$ cat src/rtl/fpu_pkg.sv
// Shared FP32 definitions for the multiplier/accumulator pair: FSM states,
// field constants and an operand unpack helper.
package fpu_pkg;

    typedef enum logic [2:0] {
        WAIT_IN,
        UNPACK,
        ALIGN,
        ADD,
        NORM,
        ROUND,
        COUNT,
        DRIVE_S
    } state_t;

    localparam int EXP_BIAS   = 127;
    localparam int EXP_MAX    = 128;
    localparam int EXP_DENORM = -126;

    localparam int EXP_W = 10;
    localparam int MAN_W = 27;

    localparam logic signed [EXP_W-1:0] EXP_MIN_E = EXP_W'(EXP_DENORM);
    localparam logic signed [EXP_W-1:0] EXP_MAX_E = EXP_W'(EXP_MAX);

    localparam logic [31:0] FP_NAN     = 32'hFFC0_0000;
    localparam logic [31:0] FP_POS_INF = 32'h7F80_0000;

    typedef struct packed {
        logic                    sign;
        logic signed [EXP_W-1:0] exp;
        logic [MAN_W-1:0]        man;
    } unpacked_t;

    // Mantissa layout: hidden bit, 23 fraction bits, guard, round, sticky.
    function automatic unpacked_t fp_unpack(input logic [31:0] f);
        unpacked_t u;
        u.sign = f[31];
        if (f[30:23] == 8'd0) begin
            u.exp = EXP_MIN_E;
            u.man = {1'b0, f[22:0], 3'b000};
        end else begin
            u.exp = EXP_W'(int'(f[30:23]) - EXP_BIAS);
            u.man = {1'b1, f[22:0], 3'b000};
        end
        return u;
    endfunction

endpackage

$ cat src/rtl/fpu_align_shifter.sv
// Combinational 27-bit logarithmic right shifter; every bit shifted out is
// ORed into the result's sticky (lsb) position.
module fpu_align_shifter (
    input  logic [26:0] din,
    input  logic [4:0]  shift,
    output logic [26:0] dout
);
    genvar gi;
    generate
        for (gi = 0; gi < 5; gi++) begin : g_stage
            localparam int SH = 1 << gi;
            logic [26:0] src;
            logic [26:0] q;
            logic        src_lost;
            logic        q_lost;
            if (gi == 0) begin : g_first
                assign src      = din;
                assign src_lost = 1'b0;
            end else begin : g_next
                assign src      = g_stage[gi-1].q;
                assign src_lost = g_stage[gi-1].q_lost;
            end
            assign q      = shift[gi] ? (src >> SH) : src;
            assign q_lost = src_lost | (shift[gi] & (|src[SH-1:0]));
        end
    endgenerate

    assign dout = {g_stage[4].q[26:1], g_stage[4].q[0] | g_stage[4].q_lost};

endmodule

$ cat src/rtl/fpu_accumulator.sv
// Multi-cycle FP32 accumulator: sums N_TERMS products from a req/ack stream
// starting at +0.0 and hands the result downstream over the same handshake.
module fpu_accumulator
    import fpu_pkg::*;
#(
    parameter int N_TERMS = 4,
    parameter int CNT_W   = 16
) (
    input  logic        clk,
    input  logic        rst,
    input  logic [31:0] in_z,
    input  logic        in_z_req,
    output logic        in_z_ack,
    output logic [31:0] out_s,
    output logic        out_s_req,
    input  logic        out_s_ack
);

    state_t state_reg, state_next;

    logic [31:0]             acc_reg, z_reg, out_s_reg;
    logic [CNT_W-1:0]        cnt_reg;
    logic                    in_z_ack_reg, out_s_req_reg;
    logic                    sign_a_reg, sign_b_reg, sum_sign_reg;
    logic signed [EXP_W-1:0] exp_a_reg, exp_b_reg, sum_exp_reg;
    logic [MAN_W-1:0]        man_a_reg, man_b_reg, sum_man_reg;

    logic in_xfer, out_xfer, last_term;
    assign in_xfer   = in_z_req && in_z_ack_reg;
    assign out_xfer  = out_s_req_reg && out_s_ack;
    assign last_term = (cnt_reg == CNT_W'(N_TERMS - 1));

    // Operand classification and special-case resolution
    unpacked_t acc_u, z_u;
    assign acc_u = fp_unpack(acc_reg);
    assign z_u   = fp_unpack(z_reg);

    logic acc_nan, acc_inf, acc_zero, z_nan, z_inf, z_zero;
    assign acc_nan  = (acc_reg[30:23] == 8'hFF) && (acc_reg[22:0] != 23'd0);
    assign acc_inf  = (acc_reg[30:23] == 8'hFF) && (acc_reg[22:0] == 23'd0);
    assign acc_zero = (acc_reg[30:0] == 31'd0);
    assign z_nan    = (z_reg[30:23] == 8'hFF) && (z_reg[22:0] != 23'd0);
    assign z_inf    = (z_reg[30:23] == 8'hFF) && (z_reg[22:0] == 23'd0);
    assign z_zero   = (z_reg[30:0] == 31'd0);

    logic        special;
    logic [31:0] special_val;
    always_comb begin
        special     = 1'b1;
        special_val = FP_NAN;
        if (acc_nan || z_nan)
            special_val = FP_NAN;
        else if (acc_inf && z_inf && (acc_reg[31] != z_reg[31]))
            special_val = FP_NAN;
        else if (acc_inf)
            special_val = acc_reg;
        else if (z_inf)
            special_val = z_reg;
        else if (acc_zero && z_zero)
            special_val = {acc_reg[31] & z_reg[31], 31'd0};
        else if (acc_zero)
            special_val = z_reg;
        else if (z_zero)
            special_val = acc_reg;
        else begin
            special     = 1'b0;
            special_val = acc_reg;
        end
    end

    // Alignment: the smaller-exponent mantissa is shifted, distance capped at 27
    logic             a_ge;
    logic [EXP_W-1:0] exp_diff;
    logic [4:0]       shamt;
    logic [MAN_W-1:0] shift_in, shift_out;
    assign a_ge     = (exp_a_reg >= exp_b_reg);
    assign exp_diff = a_ge ? (exp_a_reg - exp_b_reg) : (exp_b_reg - exp_a_reg);
    assign shamt    = (exp_diff > 10'd27) ? 5'd27 : exp_diff[4:0];
    assign shift_in = a_ge ? man_b_reg : man_a_reg;

    fpu_align_shifter u_shifter (
        .din   (shift_in),
        .shift (shamt),
        .dout  (shift_out)
    );

    logic [27:0] add_sum;
    logic        add_sign;
    always_comb begin
        add_sum  = 28'd0;
        add_sign = sign_a_reg;
        if (sign_a_reg == sign_b_reg) begin
            add_sum = {1'b0, man_a_reg} + {1'b0, man_b_reg};
        end else if (man_a_reg >= man_b_reg) begin
            add_sum = {1'b0, man_a_reg} - {1'b0, man_b_reg};
        end else begin
            add_sum  = {1'b0, man_b_reg} - {1'b0, man_a_reg};
            add_sign = sign_b_reg;
        end
    end

    logic norm_done;
    assign norm_done = sum_man_reg[MAN_W-1] || (sum_exp_reg <= EXP_MIN_E) ||
                       (sum_man_reg == '0);

    // Round to nearest even on guard/round/sticky, then pack
    logic                    round_up;
    logic [24:0]             rnd;
    logic [23:0]             rnd_man;
    logic signed [EXP_W-1:0] rnd_exp;
    logic [7:0]              rnd_field;
    logic [31:0]             rnd_word;
    always_comb begin
        round_up = sum_man_reg[2] & (sum_man_reg[1] | sum_man_reg[0] | sum_man_reg[3]);
        rnd      = {1'b0, sum_man_reg[26:3]} + {24'd0, round_up};
        if (rnd[24]) begin
            rnd_man = rnd[24:1];
            rnd_exp = sum_exp_reg + 10'sd1;
        end else begin
            rnd_man = rnd[23:0];
            rnd_exp = sum_exp_reg;
        end
        rnd_field = rnd_exp[7:0] + 8'(EXP_BIAS);
        if (rnd_exp >= EXP_MAX_E)
            rnd_word = FP_POS_INF | {sum_sign_reg, 31'd0};
        else if (!rnd_man[23])
            rnd_word = {sum_sign_reg, 8'd0, rnd_man[22:0]};
        else
            rnd_word = {sum_sign_reg, rnd_field, rnd_man[22:0]};
    end

    always_ff @(posedge clk or posedge rst) begin
        if (rst) state_reg <= WAIT_IN;
        else     state_reg <= state_next;
    end

    always_comb begin
        state_next = state_reg;
        case (state_reg)
            WAIT_IN: if (in_xfer) state_next = UNPACK;
            UNPACK:  state_next = special ? COUNT : ALIGN;
            ALIGN:   state_next = ADD;
            ADD:     state_next = NORM;
            NORM:    if (norm_done) state_next = ROUND;
            ROUND:   state_next = COUNT;
            COUNT:   state_next = last_term ? DRIVE_S : WAIT_IN;
            DRIVE_S: if (out_xfer) state_next = WAIT_IN;
            default: state_next = WAIT_IN;
        endcase
    end

    always_ff @(posedge clk or posedge rst) begin
        if (rst) begin
            acc_reg       <= '0;
            z_reg         <= '0;
            out_s_reg     <= '0;
            cnt_reg       <= '0;
            in_z_ack_reg  <= 1'b0;
            out_s_req_reg <= 1'b0;
            sign_a_reg    <= 1'b0;
            sign_b_reg    <= 1'b0;
            sum_sign_reg  <= 1'b0;
            exp_a_reg     <= '0;
            exp_b_reg     <= '0;
            sum_exp_reg   <= '0;
            man_a_reg     <= '0;
            man_b_reg     <= '0;
            sum_man_reg   <= '0;
        end else begin
            in_z_ack_reg  <= (state_reg == WAIT_IN) && !in_xfer;
            out_s_req_reg <= (state_reg == DRIVE_S) && !out_xfer;
            case (state_reg)
                WAIT_IN: if (in_xfer) z_reg <= in_z;
                UNPACK: begin
                    if (special) acc_reg <= special_val;
                    sign_a_reg <= acc_u.sign;
                    exp_a_reg  <= acc_u.exp;
                    man_a_reg  <= acc_u.man;
                    sign_b_reg <= z_u.sign;
                    exp_b_reg  <= z_u.exp;
                    man_b_reg  <= z_u.man;
                end
                ALIGN: begin
                    if (a_ge) begin
                        man_b_reg <= shift_out;
                    end else begin
                        man_a_reg <= shift_out;
                        exp_a_reg <= exp_b_reg;
                    end
                end
                ADD: begin
                    sum_sign_reg <= (add_sum == 28'd0) ? 1'b0 : add_sign;
                    if (add_sum[27]) begin
                        sum_man_reg <= {add_sum[27:2], add_sum[1] | add_sum[0]};
                        sum_exp_reg <= exp_a_reg + 10'sd1;
                    end else begin
                        sum_man_reg <= add_sum[26:0];
                        sum_exp_reg <= exp_a_reg;
                    end
                end
                NORM: begin
                    if (!norm_done) begin
                        sum_man_reg <= sum_man_reg << 1;
                        sum_exp_reg <= sum_exp_reg - 10'sd1;
                    end
                end
                ROUND: acc_reg <= rnd_word;
                COUNT: begin
                    if (last_term) begin
                        cnt_reg   <= '0;
                        out_s_reg <= acc_reg;
                    end else begin
                        cnt_reg <= cnt_reg + 1'b1;
                    end
                end
                DRIVE_S: if (out_xfer) acc_reg <= '0;
                default: ;
            endcase
        end
    end

    assign in_z_ack  = in_z_ack_reg;
    assign out_s_req = out_s_req_reg;
    assign out_s     = out_s_reg;

endmodule

$ cat config.mk
export PLATFORM = sky130hd
export DESIGN_NAME = fpu_accumulator
export DESIGN_NICKNAME = d
export VERILOG_FILES = /design/src/rtl/fpu_pkg.sv /design/src/rtl/fpu_align_shifter.sv /design/src/rtl/fpu_accumulator.sv
export SDC_FILE = /design/constraint.sdc
export NUM_CORES = 1
export LEC_CHECK = 0
export BUFFER_PORTS_ARGS = -buffer_cell sky130_fd_sc_hd__buf_2
export CORE_UTILIZATION = 29
export DETAILED_ROUTE_END_ITERATION = 10
export PLACE_DENSITY = 0.48
export SLEW_MARGIN = 0
export SYNTH_ARGS = -nofsm -noshare
export SYNTH_HDL_FRONTEND = slang
export SYNTH_SLANG_ARGS = --single-unit
$ cat constraint.sdc
create_clock -name clk -period 19.9 [get_ports clk]
set_input_delay 3.98 -clock clk [delete_from_list [all_inputs] [get_ports clk]]
set_output_delay 3.98 -clock clk [all_outputs]
set_load 0.005 [all_outputs]
# == Word-level counts from Yosys, hierarchy flattened ==
# Index checks and enable logic that the tools add are counted.
# classes
n_addsub,13
order_cmp,5
n_eq_ne,21
mux,54
bitwise,15
n_reduce_logical,41
# ops
operator,n
2-to-1 mux 27 bit,10
2-to-1 mux 32 bit,8
one-hot mux 27 bit (2 select lines),3
one-hot mux 32 bit (3 select lines),1
2-to-1 mux 37 bit,2
zero test 31 bit,2
2-to-1 mux 31 bit,2
2-to-1 mux 28 bit,2
subtractor 27 x 27 -> 28 bit,2
2-to-1 mux 10 bit,5
zero test 23 bit,2
nonzero test 23 bit,2
one-hot mux 10 bit (2 select lines),2
adder 27 x 27 -> 28 bit,1
zero test 28 bit,1
greater-or-equal comparator 27 bit,1
zero test 27 bit,1
adder 24 x 1 -> 25 bit,1
2-to-1 mux 24 bit,1
one-hot mux 3 bit (8 select lines),1
"adder 10 x 2 -> 10 bit, second input constant",2
subtractor 10 bit,2
"subtractor 8 x 7 -> 9 bit, second input constant",2
"adder 16 x 1 -> 16 bit, second input constant",1
36 further kinds,92
# word_totals
ff_bits,231
inputBits,36
output_inout_bits,34
elab_cells,165

# == Longest topological paths before layout ==
# depth
ltp_word,14
depth_mapped,22

# == Modules after synthesis ==
# From an unflattened synthesis, not the netlist that was laid out.
# unflattened
hier_cells,2384
hier_area_um2,19663.9
# by_module_without_submodules
mod,instances,cells_per_inst,area_each_um2
fpu_accumulator,1,2180,18022.3
fpu_align_shifter,1,204,1641.6

# == Worst setup path after synthesis ==
# Ideal clock, no wire load.
# synth_path
path_kind,input port to flip-flop
start,input port out_s_ack
end,register acc_reg[14]
arrival_ps,5277
required_time_ps,19775
setup_slack_ps,14498
stages,5
path_buffers,2
path_cell_list,a21oi_1 -> or2_2 -> clkbuf_1 -> clkbuf_1 -> mux2_2
# synth_between
elab_chain_cells,3
# synth_rtl
item,line,rtl
from (decl),fpu_accumulator.sv:16,input logic out_s_ack
logical AND 1 bit,fpu_accumulator.sv:30,assign out_xfer = out_s_req_reg && out_s_ack;
inequality test 2 bit (no source line),--,
AND reduction 5 bit (no source line),--,
to (signal assigned),fpu_accumulator.sv:175,if (special) acc_reg <= special_val;
to (signal assigned),fpu_accumulator.sv:207,ROUND: acc_reg <= rnd_word;
to (decl),fpu_accumulator.sv:21,"logic [31:0] acc_reg, z_reg, out_s_reg;"
# Every way passes these cells.
# A chain may end at the register's enable or synchronous reset.

# == Worst setup path in the final report ==
# layout_path
start,register exp_a_reg[0]
end,register man_a_reg[0]
# layout_between
elab_chain_cells,14
# layout_rtl
item,line,rtl
from (decl),fpu_accumulator.sv:25,"logic signed [EXP_W-1:0] exp_a_reg, exp_b_reg, sum_exp_reg;"
from (signal assigned),fpu_accumulator.sv:177,exp_a_reg <= acc_u.exp;
from (signal assigned),fpu_accumulator.sv:188,exp_a_reg <= exp_b_reg;
subtractor 10 bit or greater-or-equal comparator 10 bit (tied branches),"fpu_accumulator.sv:77, fpu_accumulator.sv:76",
2-to-1 mux 10 bit,fpu_accumulator.sv:77,assign exp_diff = a_ge ? (exp_a_reg - exp_b_reg) : (exp_b_reg - exp_a_reg);
greater-than comparator 10 x 5 -> 1 bit,fpu_accumulator.sv:78,assign shamt = (exp_diff > 10'd27) ? 5'd27 : exp_diff[4:0];
2-to-1 mux 5 bit,fpu_accumulator.sv:78,
2-to-1 mux 27 bit,fpu_align_shifter.sv:23,assign q = shift[gi] ? (src >> SH) : src;
2-to-1 mux 27 bit or OR reduction 2 bit (tied branches),"fpu_align_shifter.sv:23, fpu_align_shifter.sv:24",
"2-to-1 mux 27 bit, or another cell as far along (2 in series)",fpu_align_shifter.sv:23,
"OR reduction 16 bit, or another cell as far along",fpu_align_shifter.sv:24,assign q_lost = src_lost | (shift[gi] & (|src[SH-1:0]));
AND 1 bit or OR 1 bit (tied branches),fpu_align_shifter.sv:24,
OR 1 bit,fpu_align_shifter.sv:24,
OR 1 bit,fpu_align_shifter.sv:28,"assign dout = {g_stage[4].q[26:1], g_stage[4].q[0] | g_stage[4].q_lost};"
2-to-1 mux 27 bit,fpu_accumulator.sv:184,if (a_ge) begin
one-hot mux 27 bit (2 select lines),fpu_accumulator.sv:172,case (state_reg)
to (signal assigned),fpu_accumulator.sv:178,man_a_reg <= acc_u.man;
to (signal assigned),fpu_accumulator.sv:187,man_a_reg <= shift_out;
to (decl),fpu_accumulator.sv:26,"logic [MAN_W-1:0] man_a_reg, man_b_reg, sum_man_reg;"
# Several ways; a longest one is shown, not always the timed one. The select of a mux whose other input is x is not followed.

==> flow_summary_export.csv <==
group,metric,value,unit
synth,synth_seq_cells,229,
synth,synth_edf_count,0,
final_layout,final_layout_size_suffix_gt1_frac,0.128,
final_layout,diodes,0,
synth,synth_cells,2275,
critical_path,crit_fanout,39,
timing,fin_crit_sh,0.298,
drt,dr.pass1.iters,7,
placement,place_ws,13950,ps
synth,synthArstFlopShare,1.00,
synth,ys_types,87,
floorplan,rows,92,
clock_network,root_buffer,"clkbuf_16",
timing,rsz0062_at_grt,"false",
clock_network,cts_buffers,29,
global_route,antenna_found_initial,0,
synth,synth_top_cell_area_share,0.306,
run_status,status,"complete, no violations",
critical_path,regToRegSetupSlack,13960,ps
critical_path,crit_buf_inv,3,
drt,wl_per_cell,23.0,um
floorplan,io_pins,70,
critical_path,cp_slowest_stage_delay,590,ps
floorplan,core_area,63400,um2
timing,hold_violations,0,
synth,synth_flop_cell,"dfrtp_1",
synth,syn_area_per_cell,8.24,um2
clock_network,cts_hold_buf,0,
timing,fin_skew,12.5,ps
timing,hold_ws,476,ps
synth,syn_nets,2427,
clock_network,htree_levels,1,
global_route,grt_max_degree,114,
critical_path,arrival,6380,ps
clock_network,post_cts_buffers,0,
global_route,gr-total-overflow,0,
synth,synth.cell_area,18700,um2
clock_network,clk_latency,570,ps
timing,setup_ws,13960,ps
clock_network,cts_resized,0,
final_layout,fillCellCount,6665,
drt,ant_nets,0,
clock_network,cts_sinks,229,
drt,finalWirelength,72100,um
critical_path,cpMaxStageDelayCell,"ha_1",
floorplan,floorplan.initialDensity,0.296,
placement,place_inst,3075,
floorplan,die_y,256,um
floorplan,die_w,256,um
timing,max_slew.worst_pin.slew,1100,ps
final_layout,fin_cells,3129,
worst_hold_path,hp-start,"cnt_reg[15]",
critical_path,cp-start-kind,"flip-flop",
timing,final.min_clock_period,5940,ps
critical_path,crit_path_cell_trace,"inv_1 -> ha_1 -> and4_1 -> a211oi_2 -> nor2_1 -> o21ai_4 -> buf_4 -> a221oi_1 -> and3_1 -> nor4b_4 -> buf_4 -> mux4_2 -> mux2_2 -> mux2_4 -> o32a_1 -> nor4_1 -> nand4_1 -> a21oi_2 -> o21ai_1",
synth,netlist_top_cells_area,"dfrtp_1, ha_1, a21oi_1",
run,drv_cap,0,
final_layout,area_growth,11.3,%
critical_path,r2r-end,"man_a_reg[0]",
placement,port_buffers,69,
critical_path,crit_type,"flip-flop to flip-flop",
timing,setup_viol,0,
timing,fmax,168,MHz
clock_network,path_clk_slew,60,ps
final_layout,mostFrequentLayoutCells,"dfrtp_1, nand2_1, a21oi_1",
worst_hold_path,hold_path_depth,1,
drt,vias,17700,
final_layout,final_common_cell,"dfrtp_1",
critical_path,cp.required,20340,ps
floorplan,die-area,65700,um2
drt,routed_via_density,5.66,
drt,dr.first_iter.drc_count,1628,
clock_network,cts_tree,"yes",
drt,remaining_drc_errors,0,
global_route,grt_use_total,0.216,
worst_hold_path,worstHoldPathType,"flip-flop to flip-flop",
timing,fin_setup_tns,0,ps
critical_path,r2r_cells,19,
global_route,first_global_vias,17300,
final_layout,finalNetCount,2412,
timing,slew_violations,0,
critical_path,crit_top_cell,"buf_4",
placement,hpwl,55500,um
synth,synth_top_area_cell,"dfrtp_1",
global_route,grt_pass1_wl,110000,um
timing,maxSlewHeadroom,0.270,
placement,finalWeightedCongestion,0.933,
worst_hold_path,min_to,"cnt_reg[15]",
synth,yosys_warnings,0,
synth,ys_seq_area_frac,0.306,
clock_network,cts_buffer_depth,3,
critical_path,crit_family,"simple AND/OR/NAND/NOR gates",
critical_path,worstReg2RegStart,"exp_a_reg[0]",
critical_path,endpoint_kind,"flip-flop",
[routing by layer]
| metal | vias up | wire length [um] | part of all wire | track usage |
|---|---|---|---|---|
| li1 | 8186 | - | - | - |
| met3 | 127 | 4520 | 0.063 | 0.0223 |
| met1 | 8663 | 32900 | 0.46 | 0.307 |
| met5 | - | 0 | 0 | 0 |
| met2 | 721 | 31900 | 0.44 | 0.338 |
| met4 | 0 | 2740 | 0.038 | 0.0780 |
[how the worst max path moves through the flow]
stage | from | endpoint | slack [ps] | cells after the start
after floorplan | rst | acc_reg[0] | 9640 | 1
after global placement | exp_a_reg[0] | man_a_reg[0] | 13960 | 19
final | exp_a_reg[0] | man_a_reg[0] | 13960 | 19
after CTS | exp_a_reg[0] | man_a_reg[0] | 13930 | 19
after detailed placement | exp_a_reg[0] | man_a_reg[0] | 13950 | 19
after global routing | exp_a_reg[0] | man_a_reg[0] | 13470 | 19
[logic make-up after synthesis]
group	Yosys count	share of synthesized area
simple gates	700	0.176
flops	229	0.306
xor+xnor	95	0.0444
fa+ha+maj	116	0.0794
compound gates	712	0.240
mux	155	0.0994
buf+inv	268	0.0554
[final cells by class]
cell class	count	area, um2	area share
repair buffers	95	541	0.0259
clock buffers	40	837	0.0401
inverters	127	484	0.0232
flip-flops and latches	229	5730	0.275
well taps	846	1060	0.0507
multi-input cells	1778	12100	0.578
clock inverters	14	159	0.00761
[through the flow]
stage	util	area (um2)
5_1_grt	0.329	20900
6_report	0.329	20900
3_5_place_dp	0.313	19900
3_3_place_gp	0.313	19900
2_1_floorplan	-	18700
4_1_cts	0.329	20900
[synthesized netlist by cell type, drive strengths merged, types with 16 or more instances]
master / count
dfrtp: 229
nand2: 222
a21oi: 219
nor2: 193
o21ai: 180
inv: 126
clkbuf: 119
ha: 111
mux2: 93
xnor2: 64
nor3: 59
a211oi: 54
nand3: 48
mux2i: 47
a21o: 44
nor4: 36
o21bai: 34
xor2: 31
nand4: 30
o31ai: 23
buf: 22
and3: 21
o211ai: 18
or3: 18
a221oi: 16
nand2b: 16
[worst reg2reg max path: cells and delay by family, from the launching register on]
family | cells | cell delay [ps]
flops | 1 | 430
fa+ha+maj | 1 | 590
mux | 3 | 1000
buf+inv | 3 | 970
simple gates | 6 | 1570
compound gates | 6 | 1250
Power is not shown: default switching activity piles up to over one toggle a cycle in this logic, so the estimate is an artifact.
